[config.mk]
export PLATFORM = sky130hd
export DESIGN_NAME = dac_cfg_scheduler
export DESIGN_NICKNAME = d
export VERILOG_FILES = /design/src/rtl/dac_cfg_pkg.sv /design/src/rtl/dac_cfg_shadow_bank.sv /design/src/rtl/dac_cfg_scheduler.sv
export SDC_FILE = /design/constraint.sdc
export NUM_CORES = 1
export LEC_CHECK = 0
export CORE_MARGIN = 2
export CORE_UTILIZATION = 50
export DETAILED_ROUTE_END_ITERATION = 10
export GPL_TIMING_DRIVEN = 1
export HOLD_SLACK_MARGIN = 0.03
export MAX_ROUTING_LAYER = met4
export PLACE_DENSITY = 0.73
export SYNTH_ARGS = -nofsm -noshare
export SYNTH_HDL_FRONTEND = slang
export SYNTH_SLANG_ARGS = --single-unit
[constraint.sdc]
create_clock -name dataclk -period 3.24 [get_ports dataclk]
set_input_delay 0.81 -clock dataclk [delete_from_list [all_inputs] [get_ports dataclk]]
set_output_delay 0.81 -clock dataclk [all_outputs]
set_load 0.02 [all_outputs]
[src/rtl/dac_cfg_pkg.sv]
`default_nettype none
// +------------------------------------------------------------------------+
// | Module  : dac_cfg_pkg                                                  |
// | Purpose : Shared definitions for the DAC configuration scheduler:      |
// |           shadow address map, state encoding, reset values, control    |
// |           word bit positions, the register-bank record and the bank    |
// |           validation helper.                                           |
// | Ports   : none (package)                                               |
// | Rev     : 1.0  initial release                                         |
// +------------------------------------------------------------------------+
package dac_cfg_pkg;

  // Shadow register address map
  localparam logic [3:0] ADDR_THRSH_1     = 4'd0;
  localparam logic [3:0] ADDR_THRSH_2     = 4'd1;
  localparam logic [3:0] ADDR_START_WIN_1 = 4'd2;
  localparam logic [3:0] ADDR_STOP_WIN_1  = 4'd3;
  localparam logic [3:0] ADDR_START_WIN_2 = 4'd4;
  localparam logic [3:0] ADDR_STOP_WIN_2  = 4'd5;
  localparam logic [3:0] ADDR_STOP_MAX    = 4'd6;
  localparam logic [3:0] ADDR_HPF_COEF    = 4'd7;
  localparam logic [3:0] ADDR_CTRL        = 4'd8;

  // Scheduler state encoding
  localparam logic [1:0] ST_IDLE       = 2'd0;
  localparam logic [1:0] ST_WAIT_FRAME = 2'd1;
  localparam logic [1:0] ST_SETTLE     = 2'd2;

  // Reset values (thresholds sit at mid-scale in offset binary)
  localparam logic [15:0] RST_THRSH    = 16'd32768;
  localparam logic [15:0] RST_WIN      = 16'd0;
  localparam logic [15:0] RST_HPF_COEF = 16'd0;
  localparam logic [7:0]  RST_CTRL     = 8'd0;

  // Control word bit positions
  localparam int CTRL_EDGE_LSB   = 0;
  localparam int CTRL_HPF_EN     = 2;
  localparam int CTRL_FSM_MODE   = 3;
  localparam int CTRL_POL_1      = 4;
  localparam int CTRL_POL_2      = 5;
  localparam int CTRL_DAC_EN_LSB = 6;

  // One complete configuration bank; only the meaningful low byte of the
  // control word is kept.
  typedef struct packed {
    logic [15:0] thrsh_1;
    logic [15:0] thrsh_2;
    logic [15:0] start_win_1;
    logic [15:0] stop_win_1;
    logic [15:0] start_win_2;
    logic [15:0] stop_win_2;
    logic [15:0] stop_max;
    logic [15:0] hpf_coef;
    logic [7:0]  ctrl;
  } cfg_bank_t;

  localparam cfg_bank_t CFG_RESET = '{
    thrsh_1     : RST_THRSH,
    thrsh_2     : RST_THRSH,
    start_win_1 : RST_WIN,
    stop_win_1  : RST_WIN,
    start_win_2 : RST_WIN,
    stop_win_2  : RST_WIN,
    stop_max    : RST_WIN,
    hpf_coef    : RST_HPF_COEF,
    ctrl        : RST_CTRL
  };

  // A bank is applicable only if both detection windows are ordered and
  // fit under stop_max (unsigned compares).
  function automatic logic bank_is_valid(input cfg_bank_t b);
    return (b.start_win_1 <= b.stop_win_1) && (b.stop_win_1 <= b.stop_max) &&
           (b.start_win_2 <= b.stop_win_2) && (b.stop_win_2 <= b.stop_max);
  endfunction

endpackage
`default_nettype wire

[src/rtl/dac_cfg_shadow_bank.sv]
`default_nettype none
// +------------------------------------------------------------------------+
// | Module  : dac_cfg_shadow_bank                                          |
// | Purpose : Host-writable 9x16 shadow register file with write decode    |
// |           and a sticky reserved-address error flag.                    |
// | Ports   : dataclk, reset (async, active-low)                           |
// |           wr_en/wr_addr/wr_data - qualified host write                 |
// |           shadow                - current shadow bank contents         |
// |           addr_err              - sticky, write hit a reserved address |
// | Rev     : 1.0  initial release                                         |
// +------------------------------------------------------------------------+
module dac_cfg_shadow_bank
  import dac_cfg_pkg::*;
(
  input  logic        dataclk,
  input  logic        reset,
  input  logic        wr_en,
  input  logic [3:0]  wr_addr,
  input  logic [15:0] wr_data,
  output cfg_bank_t   shadow,
  output logic        addr_err
);

  cfg_bank_t r_bank;
  logic      r_addr_err;

  always_ff @(posedge dataclk or negedge reset) begin
    if (!reset) begin
      r_bank     <= CFG_RESET;
      r_addr_err <= 1'b0;
    end else if (wr_en) begin
      case (wr_addr)
        ADDR_THRSH_1:     r_bank.thrsh_1     <= wr_data;
        ADDR_THRSH_2:     r_bank.thrsh_2     <= wr_data;
        ADDR_START_WIN_1: r_bank.start_win_1 <= wr_data;
        ADDR_STOP_WIN_1:  r_bank.stop_win_1  <= wr_data;
        ADDR_START_WIN_2: r_bank.start_win_2 <= wr_data;
        ADDR_STOP_WIN_2:  r_bank.stop_win_2  <= wr_data;
        ADDR_STOP_MAX:    r_bank.stop_max    <= wr_data;
        ADDR_HPF_COEF:    r_bank.hpf_coef    <= wr_data;
        ADDR_CTRL:        r_bank.ctrl        <= wr_data[7:0];
        // Reserved addresses: the write is consumed but only flags an error
        default:          r_addr_err         <= 1'b1;
      endcase
    end
  end

  assign shadow   = r_bank;
  assign addr_err = r_addr_err;

endmodule
`default_nettype wire

[src/rtl/dac_cfg_scheduler.sv]
`default_nettype none
// +------------------------------------------------------------------------+
// | Module  : dac_cfg_scheduler                                            |
// | Purpose : Frame-synchronous configuration controller. Validates the    |
// |           shadow bank on commit, copies it atomically to the active    |
// |           outputs at a frame boundary and holds the HPF off for a      |
// |           settle period after a filter change.                         |
// | Ports   : dataclk, reset (async, active-low), frame_start, spi_running |
// |           cfg_valid/cfg_ready/cfg_addr/cfg_data - host write port      |
// |           commit_req, commit_busy/done/err, addr_err - commit status   |
// |           DAC_* / HPF_* - active configuration outputs                 |
// | Rev     : 1.0  initial release                                         |
// +------------------------------------------------------------------------+
module dac_cfg_scheduler
  import dac_cfg_pkg::*;
#(
  parameter int SETTLE_FRAMES = 4
) (
  input  logic        dataclk,
  input  logic        reset,
  input  logic        frame_start,
  input  logic        spi_running,
  input  logic        cfg_valid,
  output logic        cfg_ready,
  input  logic [3:0]  cfg_addr,
  input  logic [15:0] cfg_data,
  input  logic        commit_req,
  output logic        commit_busy,
  output logic        commit_done,
  output logic        commit_err,
  output logic        addr_err,
  output logic [15:0] DAC_thrsh_1,
  output logic [15:0] DAC_thrsh_2,
  output logic [15:0] DAC_start_win_1,
  output logic [15:0] DAC_stop_win_1,
  output logic [15:0] DAC_start_win_2,
  output logic [15:0] DAC_stop_win_2,
  output logic [15:0] DAC_stop_max,
  output logic [15:0] HPF_coefficient,
  output logic        HPF_en,
  output logic        DAC_fsm_mode,
  output logic        DAC_thrsh_pol_1,
  output logic        DAC_thrsh_pol_2,
  output logic [1:0]  DAC_edge_type,
  output logic [1:0]  DAC_en
);

  localparam logic [7:0] SETTLE_CNT_INIT = 8'(SETTLE_FRAMES);

  logic [1:0] r_state;
  cfg_bank_t  r_act;
  logic       r_hpf_en_out;
  logic       r_busy;
  logic       r_done;
  logic       r_err;
  logic       r_imm;
  logic [7:0] r_settle_cnt;

  cfg_bank_t  w_shadow;
  logic       w_wr_en;
  logic       w_valid;
  logic       w_apply;
  logic       w_filter_change;
  logic       w_need_settle;
  logic       w_settle_end;

  // Writes are only taken while idle and no commit is being requested, so
  // the shadow bank is frozen from commit until the apply edge.
  assign cfg_ready = (r_state == ST_IDLE) && !commit_req;
  assign w_wr_en   = cfg_valid && cfg_ready;

  dac_cfg_shadow_bank u_shadow_bank (
    .dataclk  (dataclk),
    .reset    (reset),
    .wr_en    (w_wr_en),
    .wr_addr  (cfg_addr),
    .wr_data  (cfg_data),
    .shadow   (w_shadow),
    .addr_err (addr_err)
  );

  assign w_valid = bank_is_valid(w_shadow);

  // r_imm marks a commit taken with SPI stopped: apply on the very next
  // edge even if spi_running comes back meanwhile.
  assign w_apply = (r_state == ST_WAIT_FRAME) &&
                   (r_imm || frame_start || !spi_running);

  // Filter change is judged against the active bank, not the output pin,
  // so a settle in progress does not look like an HPF 0->1 transition.
  assign w_filter_change = (w_shadow.hpf_coef != r_act.hpf_coef) ||
                           (w_shadow.ctrl[CTRL_HPF_EN] && !r_act.ctrl[CTRL_HPF_EN]);
  assign w_need_settle   = w_filter_change && w_shadow.ctrl[CTRL_HPF_EN];

  // Settle ends on the frame that takes the counter to zero, or at once
  // when no more frames are coming.
  assign w_settle_end = !spi_running || (frame_start && (r_settle_cnt <= 8'd1));

  always_ff @(posedge dataclk or negedge reset) begin
    if (!reset) begin
      r_state      <= ST_IDLE;
      r_act        <= CFG_RESET;
      r_hpf_en_out <= 1'b0;
      r_busy       <= 1'b0;
      r_done       <= 1'b0;
      r_err        <= 1'b0;
      r_imm        <= 1'b0;
      r_settle_cnt <= 8'd0;
    end else begin
      r_done <= 1'b0;
      r_err  <= 1'b0;
      case (r_state)
        ST_IDLE: begin
          if (commit_req) begin
            if (!w_valid) begin
              r_err <= 1'b1;
            end else begin
              r_state <= ST_WAIT_FRAME;
              r_busy  <= 1'b1;
              r_imm   <= !spi_running;
            end
          end
        end
        ST_WAIT_FRAME: begin
          if (w_apply) begin
            r_act <= w_shadow;
            r_imm <= 1'b0;
            if (w_need_settle) begin
              r_hpf_en_out <= 1'b0;
              r_settle_cnt <= SETTLE_CNT_INIT;
              r_state      <= ST_SETTLE;
            end else begin
              r_hpf_en_out <= w_shadow.ctrl[CTRL_HPF_EN];
              r_state      <= ST_IDLE;
              r_busy       <= 1'b0;
              r_done       <= 1'b1;
            end
          end
        end
        ST_SETTLE: begin
          if (w_settle_end) begin
            r_settle_cnt <= 8'd0;
            r_hpf_en_out <= r_act.ctrl[CTRL_HPF_EN];
            r_done       <= 1'b1;
            r_busy       <= 1'b0;
            r_state      <= ST_IDLE;
          end else if (frame_start) begin
            r_settle_cnt <= r_settle_cnt - 8'd1;
          end
        end
        default: begin
          r_state <= ST_IDLE;
          r_busy  <= 1'b0;
        end
      endcase
    end
  end

  assign commit_busy     = r_busy;
  assign commit_done     = r_done;
  assign commit_err      = r_err;
  assign DAC_thrsh_1     = r_act.thrsh_1;
  assign DAC_thrsh_2     = r_act.thrsh_2;
  assign DAC_start_win_1 = r_act.start_win_1;
  assign DAC_stop_win_1  = r_act.stop_win_1;
  assign DAC_start_win_2 = r_act.start_win_2;
  assign DAC_stop_win_2  = r_act.stop_win_2;
  assign DAC_stop_max    = r_act.stop_max;
  assign HPF_coefficient = r_act.hpf_coef;
  assign HPF_en          = r_hpf_en_out;
  assign DAC_fsm_mode    = r_act.ctrl[CTRL_FSM_MODE];
  assign DAC_thrsh_pol_1 = r_act.ctrl[CTRL_POL_1];
  assign DAC_thrsh_pol_2 = r_act.ctrl[CTRL_POL_2];
  assign DAC_edge_type   = r_act.ctrl[CTRL_EDGE_LSB +: 2];
  assign DAC_en          = r_act.ctrl[CTRL_DAC_EN_LSB +: 2];

endmodule
`default_nettype wire

==> impl_metrics.ini <==
[synthesis]
syn_nets = 1223
yosys.area_share.adder_pct = 6.34
yosysSeqAreaShare_pct = 53.0
postSynthCellCount = 1128
ys.flop_type = dfrtp_1
avgSynthCellArea_um2 = 12.1
synthMuxAreaShare_pct = 17.0
synthXorXnorAreaFrac_pct = 1.03
synth_compound_area_share_pct = 6.41
syn_area_um2 = 13600
postSynth.asyncResetShare_pct = 100
synth_edf_count = 0
synthSimpleGateAreaFrac_pct = 6.14
synth_top_family_by_area = multiplexers
ys_ff_latch = 288
synth.distinct_cells = 51
ys.warnings.count = 0

[final_layout]
design_area_um2 = 15800
layout.nets = 1273
syn2layout_area_growth_pct = 16.4
final_cells = 1544
final_common_cell = dfrtp_1
drive_above_1_share_pct = 24.5
final_cell_mix = dfrtp_1, mux2_2, clkdlybuf4s50_1
fill_cells = 2219
final_util_pct = 59.0

[drt]
viasPerCell = 5.34
avgRoutedWirePerCell_um = 19.3
vias = 8249
wl_um = 29800
drt_pass1_iterations = 4
antenna_left = 0
drt_iter0_drc = 440
drc = 0

[global_route]
grt_pass1_vias = 8579
grt_use_total_pct = 21.9
grt_start_max_net_pins = 88
grt_pass1_wl_um = 47400
grt_antenna_before_repair = 0
gr-total-overflow = 0

[critical_path]
worstPathRequired_ns = 2.43
r2r_start = u_shadow_bank.shadow[29]
crit_type = flip-flop to primary output
r2r_setup_slack_ns = 0.57
critPathArrivalTime_ns = 2.23
crit_path_end_kind = primary output
cp_max_fo = 9
start_kind = flip-flop
cp-startpoint = r_state[1]

[cts]
h-tree-depth = 1
clockBufferDepth = 3
ctsResizeCount = 0
cts_setup_buffers = 0
path_clk_slew_ns = 0.06
cts_made_buffers = 30
cts_hold_buf = 0
cts.sinks = 288
root_buffer = clkbuf_16
clk_latency_ns = 0.56
cts_tree = yes

[pwr]
leakage_nw = 7.46
power_density_nw_per_um2 = 957
switching_power_mw = 5.31
p_seq_share_pct = 37.8
internal_power_mw = 9.85
ir_drop_mv = 0.526
swShare_pct = 35.0
combPwrFrac_pct = 38.6
clockPowerShare_pct = 23.6

[die]
die-area_um2 = 28600
core_region_area_um2 = 26900
die_w_um = 169
fp.dieH_um = 169
io_pins = 167
start_util_pct = 50.7
num_rows = 60

[sta]
fin_ws_ns = 0.196
rsz0062_at_grt = false
final_max_slew_viol_count = 0
slew_headroom_pct = 47.0
finalClockSkew_ns = 0.0188
tightest_slew_ns = 0.795
period_share_pct = 93.9
hold_viol_final = 0
fin_setup_tns_ns = 0
fmax_mhz = 329
setup_viol = 0
period_minus_slack_ns = 3.04

[placed_design]
dpl_cell_area_um2 = 14800
gp_congestion = 0.820
dpl.cell_count = 1487
dpl.hpwl_um = 20900
post-place-ws_ns = 0.228
port_buffers = 166

[run_status]
outcome = finished, final reports clean

[hold_path]
worst_hold_path_type = input port to async pin

[flow_run]
maxCapViolCount = 0
-- state kept, by name, summed over array words and instances, names as in the netlist, 2 cells and up --
name                  flops
u_shadow_bank.shadow    136
DAC_start_win_2          16
HPF_coefficient          16
DAC_stop_win_1           16
DAC_en                    2
DAC_stop_win_2           16
DAC_thrsh_1              16
DAC_start_win_1          16
DAC_edge_type             2
DAC_thrsh_2              16
r_settle_cnt              8
DAC_stop_max             16
r_state                   2
-- power groups by stage --
stage          combinational [mW]  clock [mW]  sequential [mW]
2_1_floorplan                4.50           0             5.53
3_3_place_gp                 5.69           0             5.73
3_5_place_dp                 5.88           0             5.79
4_1_cts                      5.92        3.65             5.74
5_1_grt                      6.44        3.78             5.90
6_report                     5.86        3.57             5.73
-- critical path, stage by stage, from the launching register on --
cell and delay [ns]:
dfrtp_1 0.41, inv_1 0.09, ha_1 0.31, and2b_2 0.26, clkdlybuf4s50_1 0.61
-- worst paths after layout --
| kind | to | depth (start not counted) |
|---|---|---|
| worst min register to register | DAC_stop_win_1[3] | 2 |
| max in group asynchronous | DAC_thrsh_pol_1 | 2 |
| worst max-delay path | cfg_ready | 4 |
| worst min-delay path | DAC_stop_win_2[14] | 1 |
| min in group dataclk | DAC_stop_win_1[3] | 2 |
| worst max register to register | r_imm | 9 |
-- area by class of cell --
cell class	count	area [µm²]	share of cell area [%]
flip-flops and latches	288	7210	45.5
diodes	1	2.50	0.0158
clock buffers	43	890	5.61
inverters	61	229	1.44
multi-input cells	610	5040	31.8
clock inverters	13	158	0.995
repair buffers	187	1890	11.9
well taps	341	427	2.69
-- logic make-up after synthesis --
logic type                 after synthesis
xor gates and xnor gates                16
buffers and inverters                  230
DFF                                    288
muxes                                  206
and+or+nand+nor                        171
AOI/OAI and AO/OA                      148
adders and majority gates               69
-- routing by layer --
layer  track usage, %  vias to the layer above  wire length [µm]
met5                -                        -                 0
met4             6.39                        0               894
met3             2.55                       56              1080
met2             34.6                      169             14000
met1             30.1                     4133             13800
li1                 -                     3891                 -
-- stage by stage --
step                total power, mW  hold WS, ns
CTS                            15.3        0.178
global route                   16.1        0.206
finish                         15.2        0.176
floorplan                      10.0        0.451
detailed placement             11.7        0.469
global placement               11.4        0.461
-- Yosys cell counts, types with 2 or more instances --
| cell | count | area share (%) |
|---|---|---|
| o21ai_0 | 84 | 3.1 |
| nand4_1 | 17 | 0.78 |
| nand3_1 | 11 | 0.40 |
| a221oi_1 | 5 | 0.32 |
| dfstp_2 | 4 | 0.77 |
| buf_4 | 133 | 7.3 |
| dfrtp_1 | 284 | 52 |
| o31ai_1 | 3 | 0.17 |
| nor4_1 | 9 | 0.41 |
| clkbuf_1 | 28 | 0.77 |
| o211a_1 | 4 | 0.29 |
| nand2b_1 | 2 | 0.092 |
| nor2_1 | 13 | 0.36 |
| nor3b_2 | 2 | 0.18 |
| or3_1 | 2 | 0.092 |
| a21oi_1 | 29 | 1.1 |
| buf_2 | 2 | 0.074 |
| inv_1 | 61 | 1.7 |
| buf_1 | 5 | 0.14 |
| mux2_2 | 206 | 17 |
| o211ai_1 | 6 | 0.33 |
| a2111o_1 | 4 | 0.33 |
| nand2_1 | 92 | 2.5 |
| o22ai_1 | 2 | 0.092 |
| nor2b_1 | 4 | 0.18 |
| nor3_1 | 5 | 0.18 |
| ha_1 | 69 | 6.3 |
| nand3b_1 | 3 | 0.17 |
| xor2_1 | 15 | 0.96 |
| o311ai_0 | 2 | 0.13 |
| or2_1 | 2 | 0.092 |
Note: power is estimated with default switching activity, not from simulation.
